**src/rtl/wb_port_arbiter.sv**
```systemverilog
// Arbitrates two writeback sources onto the single register-file write port.
// Define WB_PORT_ARBITER_STARVE_GUARD_EN to let src1 win after MAX_WAIT cycles held off.
module wb_port_arbiter #(
   parameter int unsigned MAX_WAIT = 3,
   parameter int unsigned CNT_W    = 16
) (
   input  logic             clk,
   input  logic             reset,
   input  logic             src0_valid,
   output logic             src0_ready,
   input  logic [4:0]       src0_rd,
   input  logic [31:0]      src0_data,
   input  logic             src1_valid,
   output logic             src1_ready,
   input  logic [4:0]       src1_rd,
   input  logic [31:0]      src1_data,
   output logic             we3,
   output logic [4:0]       a3,
   output logic [31:0]      wd3,
   output logic             grant_src,
   output logic [CNT_W-1:0] conflict_cnt
);

   localparam int unsigned WAIT_W = 4;

   logic             force1;
   logic             hs0;
   logic             hs1;
   logic [4:0]       sel_rd;
   logic [31:0]      sel_data;

`ifdef WB_PORT_ARBITER_STARVE_GUARD_EN
   generate
      if (MAX_WAIT < 1 || MAX_WAIT > 15) begin : g_bad_max_wait
         $error("wb_port_arbiter: MAX_WAIT must be in 1..15");
      end
   endgenerate

   logic [WAIT_W-1:0] wait_cnt;

   assign force1 = (wait_cnt >= WAIT_W'(MAX_WAIT));

   // Counts consecutive cycles src1 is pending but refused
   always_ff @(posedge clk) begin
      if (reset) begin
         wait_cnt <= '0;
      end else if (!src1_valid || hs1) begin
         wait_cnt <= '0;
      end else if (wait_cnt != {WAIT_W{1'b1}}) begin
         wait_cnt <= wait_cnt + WAIT_W'(1);
      end
   end
`else
   logic unused_max_wait;

   assign unused_max_wait = ^32'(MAX_WAIT);
   assign force1          = 1'b0;
`endif

   // Readies never depend on the requester's own valid
   always_comb begin
      src0_ready = 1'b0;
      src1_ready = 1'b0;
      if (!reset) begin
         src0_ready = !(force1 && src1_valid);
         src1_ready = !src0_valid || force1;
      end
   end

   assign hs0      = src0_valid && src0_ready;
   assign hs1      = src1_valid && src1_ready;
   assign sel_rd   = hs1 ? src1_rd   : src0_rd;
   assign sel_data = hs1 ? src1_data : src0_data;

   // Write port: one cycle after the handshake; x0 writes are swallowed
   always_ff @(posedge clk) begin
      if (reset) begin
         we3       <= 1'b0;
         a3        <= '0;
         wd3       <= '0;
         grant_src <= 1'b0;
      end else begin
         we3 <= (hs0 || hs1) && (sel_rd != 5'd0);
         if (hs0 || hs1) begin
            a3        <= sel_rd;
            wd3       <= sel_data;
            grant_src <= hs1;
         end
      end
   end

   // Saturating count of cycles with both sources pending
   always_ff @(posedge clk) begin
      if (reset) begin
         conflict_cnt <= '0;
      end else if (src0_valid && src1_valid && (conflict_cnt != {CNT_W{1'b1}})) begin
         conflict_cnt <= conflict_cnt + CNT_W'(1);
      end
   end

endmodule

```
**config.mk**
```make
export PLATFORM = sky130hd
export DESIGN_NAME = wb_port_arbiter
export DESIGN_NICKNAME = d
export VERILOG_FILES = /design/src/rtl/wb_port_arbiter.sv
export SDC_FILE = /design/constraint.sdc
export NUM_CORES = 1
export LEC_CHECK = 0
export CORE_MARGIN = 4
export CORE_UTILIZATION = 43
export CTS_CLUSTER_SIZE = 12
export DETAILED_ROUTE_END_ITERATION = 10
export PLACE_DENSITY = 0.94
export SLEW_MARGIN = 20
export SYNTH_ARGS = -nofsm -noshare
export SYNTH_HDL_FRONTEND = slang
export SYNTH_SLANG_ARGS = --single-unit
```
**constraint.sdc**
```tcl
create_clock -name clk -period 2.8 [get_ports clk]
set_clock_uncertainty 0.15 [all_clocks]
set_input_delay 0.28 -clock clk [delete_from_list [all_inputs] [get_ports clk]]
set_output_delay 0.28 -clock clk [all_outputs]
set_load 0.01 [all_outputs]
```
Word level (Yosys, flattened, before mapping)
Cells that the tools add are included.
{"block": "word_totals", "output_inout_bits": 57, "elab_cells": 19, "ff_bits": 55}
{"block": "op_classes", "n_reduce_logical": 8, "mux": 4, "n_eq_ne": 1, "add_sub_neg": 1}
{"operator": "two-way mux 32 bit", "count": 1}
{"operator": "adder 16 x 1 -> 16 bit (second input constant)", "count": 1}
{"operator": "!= test 16 bit (second input constant)", "count": 1}
{"operator": "logical AND 1 bit", "count": 5}
{"operator": "two-way mux 5 bit", "count": 1}
{"operator": "nonzero test 5 bit", "count": 1}
{"operator": "two-way mux 1 bit", "count": 2}
{"operator": "logical NOT 1 bit", "count": 1}
{"operator": "logical OR 1 bit", "count": 1}

Logic depth before layout (Yosys ltp)
Gate-level depths: netlist (run 1).
{"block": "logic_depth", "ltp_word": 6, "mapped_depth": 7, "mapped_depth_nobuf": 5}

Worst setup path after synthesis (run 1)
Ideal clock, no wire load.
{"block": "synth_timing", "kind": "register to register", "start": "register conflict_cnt[2]", "end": "register conflict_cnt[15]", "period_less_slack_ns": 1.991, "slack_ns": 0.809, "path_stages_with_launch": 6, "n_path_buf": 1, "t_arrival_ns": 1.771, "setup_time_ns": 0.070, "required_ns": 2.580, "cell_sequence": "dfxtp_1 > nand3_2 > or4_1 > buf_2 > or4_1 > a21oi_1"}
{"block": "synth_between", "elab_chain_cells": 2, "elab_cells_between_ends": 3}
{"item": "start, declared", "line_no": "21", "source": "output logic [CNT_W-1:0] conflict_cnt"}
{"item": "start signal, assigned", "line_no": "97", "source": "conflict_cnt <= conflict_cnt + CNT_W'(1);"}
{"item": "parallel branches: the longest is 2 deep, another holds adder 16 x 1 -> 16 bit"}
Parallel ways; which one is timed is not known.
A chain may end at the register's enable or synchronous reset.

Worst setup path after layout (run 1)
Ends and elaborated chain as after synthesis.

==> results of run 1 <==
[final cells by class]
type	instances	area, um^2	share of cell area (%)
well taps	72	90.1	2.24
flip-flops and latches	55	1100	27.4
multi-input cells	234	1360	33.9
clock buffers	8	100	2.49
repair buffers	139	1360	33.9
inverters	1	3.75	0.0933
[cells in the mapped netlist (2+ instances only)]
cell type  count
a21oi_1       48
and3_1         2
buf_2          3
buf_4          3
clkbuf_1      16
dfxtp_1       55
mux2_2         2
mux2i_1       38
nand2_1        6
nand3_1        7
nand4_1        5
nor2_1        82
nor2b_1        2
nor3_1         5
nor4_1         2
o21ai_0        5
o31ai_1        7
or3_1          4
or4_1          8
[power groups by stage]
stage / combinational (mW) / sequential [mW] / clock (mW)
after floorplan: 0.130 / 0.875 / 0
after global placement: 0.351 / 0.857 / 0
after detailed placement: 0.361 / 0.860 / 0
after CTS: 0.363 / 0.842 / 0.485
after global routing: 0.390 / 0.847 / 0.521
final: 0.360 / 0.842 / 0.471
[flip-flops by register name (all words and copies together), names as in the netlist]
name          cells
a3                5
conflict_cnt     16
grant_src         1
wd3              32
we3               1
[layer usage]
layer	up-vias	share of wire, %	global-route usage [%]	wire [um]
met5	-	0	0	0
li1	1344	-	-	-
met2	129	50	38.3	4050
met4	0	1.1	4.75	86
met3	7	10	8.25	825
met1	1232	38	24.3	3090
[kinds of logic (layout without fill, tap and decap cells)]
family / after synthesis / count (layout)
simple gates: 130 / 130
compound gates: 63 / 63
flops: 55 / 55
mux: 40 / 40
buf+inv: 24 / 148
fa+ha+maj: 1 / 1
[metrics by stage]
stage / hold slack, ns / setup slack [ns] / power [mW] / cells
after floorplan: 0.273 / 0.809 / 1.01 / 313
after CTS: 0.248 / 0.694 / 1.69 / 509
after detailed placement: 0.311 / 0.498 / 1.22 / 501
after global routing: 0.264 / 0.401 / 1.76 / 509
final: 0.262 / 0.651 / 1.67 / 509
after global placement: 0.299 / 0.535 / 1.21 / 501
[worst min-delay path by stage]
stage                                 from                endpoint  slack, ns  depth (start not counted)
floorplan                       src0_rd[0]      a3[0]$_SDFFE_PP0P_       0.27                          2
detailed placement  grant_src$_SDFFE_PP0P_  grant_src$_SDFFE_PP0P_       0.31                          1
global placement    grant_src$_SDFFE_PP0P_  grant_src$_SDFFE_PP0P_       0.30                          1
CTS                                  reset      a3[4]$_SDFFE_PP0P_       0.25                          2
finish                               reset      a3[4]$_SDFFE_PP0P_       0.26                          2
global route                         reset    wd3[14]$_SDFFE_PP0P_       0.26                          2
==> results by group, run 1 <==
Status
  – Status: finished clean

Synth
  – Synth Register Bits: 55
  – Sequential share of the synthesized area: roughly 43%
  – XOR/XNOR Fraction of Synth Area: 0%
  – Ys Warns: 0
  – Ys async rst share: 0%
  – Share of the synthesized area in the top cell type: 42.7%
  – Syn_nets: 392
  – Yosys cell types: 32
  – Gate Count Post-Synth: around 310
  – Compound-cell area share of the yosys netlist: 13.2%
  – Synth area leaders: dfxtp_1, mux2i_1, nor2_1
  – Synth Area in Adders: 0.485%
  – Top FF cell, synth: dfxtp_1
  – Area leader, netlist: dfxtp_1
  – Syn Area/Cell: 8.23 um^2
  – Main combinational cell family by area after synthesis: simple AND/OR/NAND/NOR gates
  – Post-synthesis simple-gate area fraction: 23.6%
  – Multiplexer share of the synthesized area: 15.6%
  – Netlist Area Pre-Place: 2580 um^2
  – Post-synth EDFFs: 0

Power and ir drop
  – P_sw: 413 uW
  – Sequential Power Share: 50.3%
  – P_leak: 1.56 nW
  – Pwr dens: 416 nW/um^2
  – Switching share of power: 24.7%
  – Combinational fraction of design power: 21.5%
  – Peak VDD IR: roughly 310 uV
  – Int Pwr: 1.26 mW
  – Clock group share of total power: 28.1%

Worst setup path
  – Slowest CP cell: or4_1
  – FF-to-FF End: conflict_cnt[15]$_SDFFE_PP0P_
  – CP top delay family: simple AND/OR/NAND/NOR gates
  – CP Data Arrival Time: around 2.2 ns
  – Crit path from: conflict_cnt[2]$_SDFFE_PP0P_
  – Path length in cells of the critical path: 4
  – CP bufs+invs: 0
  – Cell mode on critical path: or4_1
  – CP startpoint kind: register
  – FF-to-FF path depth: 4
  – Reg2reg start: conflict_cnt[2]$_SDFFE_PP0P_
  – R2R setup slack: 0.65 ns
  – CP cell instances: nand3_2, or4_1, or4_1, a21oi_1
  – Max incr delay on CP: 0.65 ns
  – Critical Path RT: approximately 2.9 ns
  – Crit path kind: reg -> reg
  – Crit-path max FO: 8
  – Critical path endpoint: conflict_cnt[15]$_SDFFE_PP0P_
  – Crit. End Element: register

Drt
  – Final WL: 8050 um
  – Via count: 2,712
  – TritonRoute pass-1 iters: 4
  – # DRC: 0
  – Post-DR vias/cell: 5.33
  – Drt wl/cell: 15.8 um
  – Antenna-violating nets left: 0
  – Initial drt markers: 113

CTS
  – Reg clk slew, reported paths: approximately 0.1 ns
  – CTS tree: built
  – Post-CTS sizing: 0
  – CTS buffer count: 5
  – Worst skew pair latency: slightly below 0.3 ns
  – Clk sink count: between 50 and 60
  – H-tree levels: 2
  – Clock buffer depth: 2
  – Post-CTS Hold Buffers: 0
  – Post CTS Setup Buffer Count: 0
  – Root Buffer: clkbuf_8

Floorplanning
  – Die Y: 85.4 um
  – Die Outline Area: 7300 um^2
  – IO Count: 135
  – Row cnt: 27
  – Initial Util: a little under half
  – Core region area: 5680 um^2
  – Die Span X: between 80 and 90 um

Flow run
  – Maximum capacitance violations: 0

Cells and area
  – Post-layout instance area: 4020 um^2
  – Post-layout util: 70.9%
  – Most common cell after layout, fill and taps aside: clkdlybuf4s50_1
  – Antenna diode count: 0
  – Final nets: 515
  – Fillers: about 420
  – Share of cells above drive strength 1: a little over 5%
  – Area Growth Syn to Fin: 56.1%
  – Most frequent cells in the layout: clkdlybuf4s50_1, nor2_1, dfxtp_1

Timing
  – Unrepaired setup endpoints after global routing: false
  – Max-slew headroom: approximately half
  – Slew Limit Fails: 0
  – Period minus WS final: 2.15 ns
  – Fin. Hold Viols: 0
  – Slew @ Worst Pin: 0.732 ns
  – Setup TNS: 0 ns
  – Setup violators final: 0
  – Post-route clock period utilization: about three quarters
  – Max Clk Rate: 465 MHz

Place
  – Area post-placement: between 3000 and 4000 um^2
  – Port Buffer Count: 134
  – Hpwl dp: 6080 um
  – Routability-driven placement congestion ratio: 0.830

Global routing
  – Vias in the first global route: between 2,000 and 3,000
  – Largest net degree at the start of global routing: 66
  – Global-route wire length before repair: 12,700 um
  – Total Routing Usage GR: 21.5%
  – Grt ovf: 0
  – Initial antenna violation count: 0

Hold path
  – HP Class: in -> reg
(Power assumes the default switching activity.)
==> run 2, diff against run 1 <==
--- a/config.mk
+++ b/config.mk
@@ -6,10 +6,10 @@
 export NUM_CORES = 1
 export LEC_CHECK = 0
 export CORE_MARGIN = 4
-export CORE_UTILIZATION = 43
+export CORE_UTILIZATION = 36
 export CTS_CLUSTER_SIZE = 12
 export DETAILED_ROUTE_END_ITERATION = 10
-export PLACE_DENSITY = 0.94
+export PLACE_DENSITY = 0.85
 export SLEW_MARGIN = 20
 export SYNTH_ARGS = -nofsm -noshare
 export SYNTH_HDL_FRONTEND = slang
==> constraint.sdc (replaced) <==
create_clock -name clk -period 1.85 [get_ports clk]
set_clock_uncertainty 0.15 [all_clocks]
set_input_delay 0.185 -clock clk [delete_from_list [all_inputs] [get_ports clk]]
set_output_delay 0.185 -clock clk [all_outputs]
set_load 0.01 [all_outputs]
==> run 2 against run 1 <==
Effect of this change:
- the run now ends with negative setup slack left
- routed wire length fell by 0.12%
- global-route usage fell by 3.3 points
- power rose by 52%
- die area rose by 18%
- count of clock-buffer cells in the layout did not move
- sequential power rose by 50%
- final cell count rose by 8.3%
- non-clock buffer count rose by 18
==> results by group, run 2 (synthesis results as in run 1) <==
Cells and area
  – Most common cell after layout, fill and taps aside: clkdlybuf4s50_1
  – Final nets: 533
  – Total area of sequential cells: 1130 um^2
  – Non-Filler Instances: 551
  – Top reg by flops: wd3
  – Post-layout util: 62.0%
  – Area occupied by multi-input gates: 1410 um^2
  – Area Growth Syn to Fin: 65.2%
  – Antenna diode count: 0
  – Post-layout instance area: 4260 um^2
  – Top Registers: wd3 (32), conflict_cnt (16), a3 (5)
  – Fillers: 609
  – Share of cells above drive strength 1: 13.0%
  – Most frequent cells in the layout: clkdlybuf4s50_1, nor2_1, a21oi_1
  – Largest register FFs: 32

Worst setup path
  – Crit. End Element: register
  – CP startpoint kind: register
  – Critical Path RT: 1.95 ns
  – Crit-path max FO: 8
  – Crit path kind: reg -> reg
  – CP Data Arrival Time: between 1.5 and 2 ns

Drt
  – Drt wl/cell: 14.6 um
  – # DRC: 0
  – Antenna-violating nets left: 0
  – Via count: 2,775
  – TritonRoute pass-1 iters: 4
  – Initial drt markers: 98
  – Post-DR vias/cell: approximately 5
  – Final WL: 8040 um

Global routing
  – M1 GR Usage: 20.7%
  – Initial antenna violation count: 0
  – Vias in the first global route: 2,640
  – Met3 Use GR: 6.09%
  – Global-route wire length before repair: 12,700 um
  – Total Routing Usage GR: 18.2%
  – Grt ovf: 0
  – Met2 Use GR: 31.5%
  – Grt peak-use layer: met2
  – Largest net degree at the start of global routing: 50

CTS
  – Worst skew pair latency: 0.31 ns
  – Post-CTS Hold Buffers: 0
  – CTS tree: built
  – CTS buffer count: 5
  – Clock buffer depth: 2
  – Reg clk slew, reported paths: 0.10 ns
  – Root Buffer: clkbuf_8
  – Clk sink count: between 50 and 60
  – H-tree levels: 2

Timing
  – Slew Limit Fails: 0
  – Setup violators final: 1
  – Period minus WS final: roughly 1.9 ns
  – Max Clk Rate: 531 MHz
  – Fin. Hold Viols: 0
  – Max-slew headroom: ~55%
  – Setup ws final: -0.0337 ns
  – Slew @ Worst Pin: 0.672 ns
  – Post-route clock period utilization: 102%
  – Final Hold Slack: around 0.028 ns
  – Unrepaired setup endpoints after global routing: true

Power and ir drop
  – Switching share of power: about 25%
  – Clock group share of total power: roughly 29%
  – Combinational fraction of design power: a little over a fifth
  – P_sw: 635 uW
  – Peak VDD IR: approximately 480 uV
  – P_leak: 1.65 nW
  – Pwr dens: ~600 nW/um^2
  – Int Pwr: 1.90 mW
  – Sequential Power Share: 49.8%

Place
  – Routability-driven placement congestion ratio: between 0.8 and 0.9
  – Hpwl dp: between 5000 and 6000 um
  – Area post-placement: roughly 4000 um^2
  – Port Buffer Count: 134
  – Placed insts: 542

Floorplanning
  – Die Span X: 92.6 um
  – Die Outline Area: 8580 um^2
  – Row cnt: 30
  – Core region area: around 6900 um^2
  – Initial Util: 37.5%
  – Die Y: 92.6 um
  – IO Count: 135

Flow run
  – Maximum capacitance violations: 0

Hold path
  – HP Class: in -> reg

Status
  – Failing checks: negative setup slack
  – Status: finished, violations left
[run 2: repair_timing]
| item | CTS | global route |
|---|---|---|
| pin swaps | 0 | 3 |
| hold endpoints to repair | 0 | 0 |
| resized for setup | 5 | 8 |
| setup buffers | 0 | 1 |
| endpoints found under the setup margin | 4 | 14 |
[run 2: worst paths after layout]
| check | startpoint | end | slack (ns) | cells past startpoint |
|---|---|---|---|---|
| min | reset | grant_src$_SDFFE_PP0P_ | 0.03 | 3 |
| max reg2reg | conflict_cnt[0]$_SDFFE_PP0P_ | conflict_cnt[15]$_SDFFE_PP0P_ | -0.03 | 4 |
| min reg2reg | grant_src$_SDFFE_PP0P_ | grant_src$_SDFFE_PP0P_ | 0.34 | 1 |
| max | conflict_cnt[0]$_SDFFE_PP0P_ | conflict_cnt[15]$_SDFFE_PP0P_ | -0.03 | 4 |
[run 2: layout make-up]
type	instances	share of cell area (%)
repair buffers	157	35.2
multi-input cells	234	33.0
flip-flops and latches	55	26.6
well taps	96	2.82
clock buffers	8	2.35
inverters	1	0.0881
[run 2: worst max-delay path: stages (launching register included)]
cell	delay, ns
dfxtp_4	0.39
nand4_1	0.14
or4_4	0.49
or4_1	0.52
a21oi_2	0.14
[run 2: metal layers]
metal / up-vias / share of wire [%]
met5: - / 0
li1: 1379 / -
met1: 1288 / 41
met4: 0 / 1.7
met3: 13 / 7.9
met2: 95 / 49
[run 2: power groups by stage]
stage	Combinational [mW]	Clock, mW	Sequential, mW
3_3_place_gp	0.536	0	1.29
2_1_floorplan	0.197	0	1.32
4_1_cts	0.549	0.756	1.27
3_5_place_dp	0.546	0	1.29
5_1_grt	0.591	0.789	1.27
6_report	0.543	0.732	1.26
[run 2: through the flow]
stage               setup slack [ns]  power, mW  TNS (ns)
floorplan                    0.00926       1.51         0
global placement             -0.0140       1.83   -0.0140
detailed placement           -0.0469       1.84   -0.0665
CTS                          0.00399       2.57         0
global route                  -0.131       2.65    -0.223
finish                       -0.0337       2.54   -0.0337
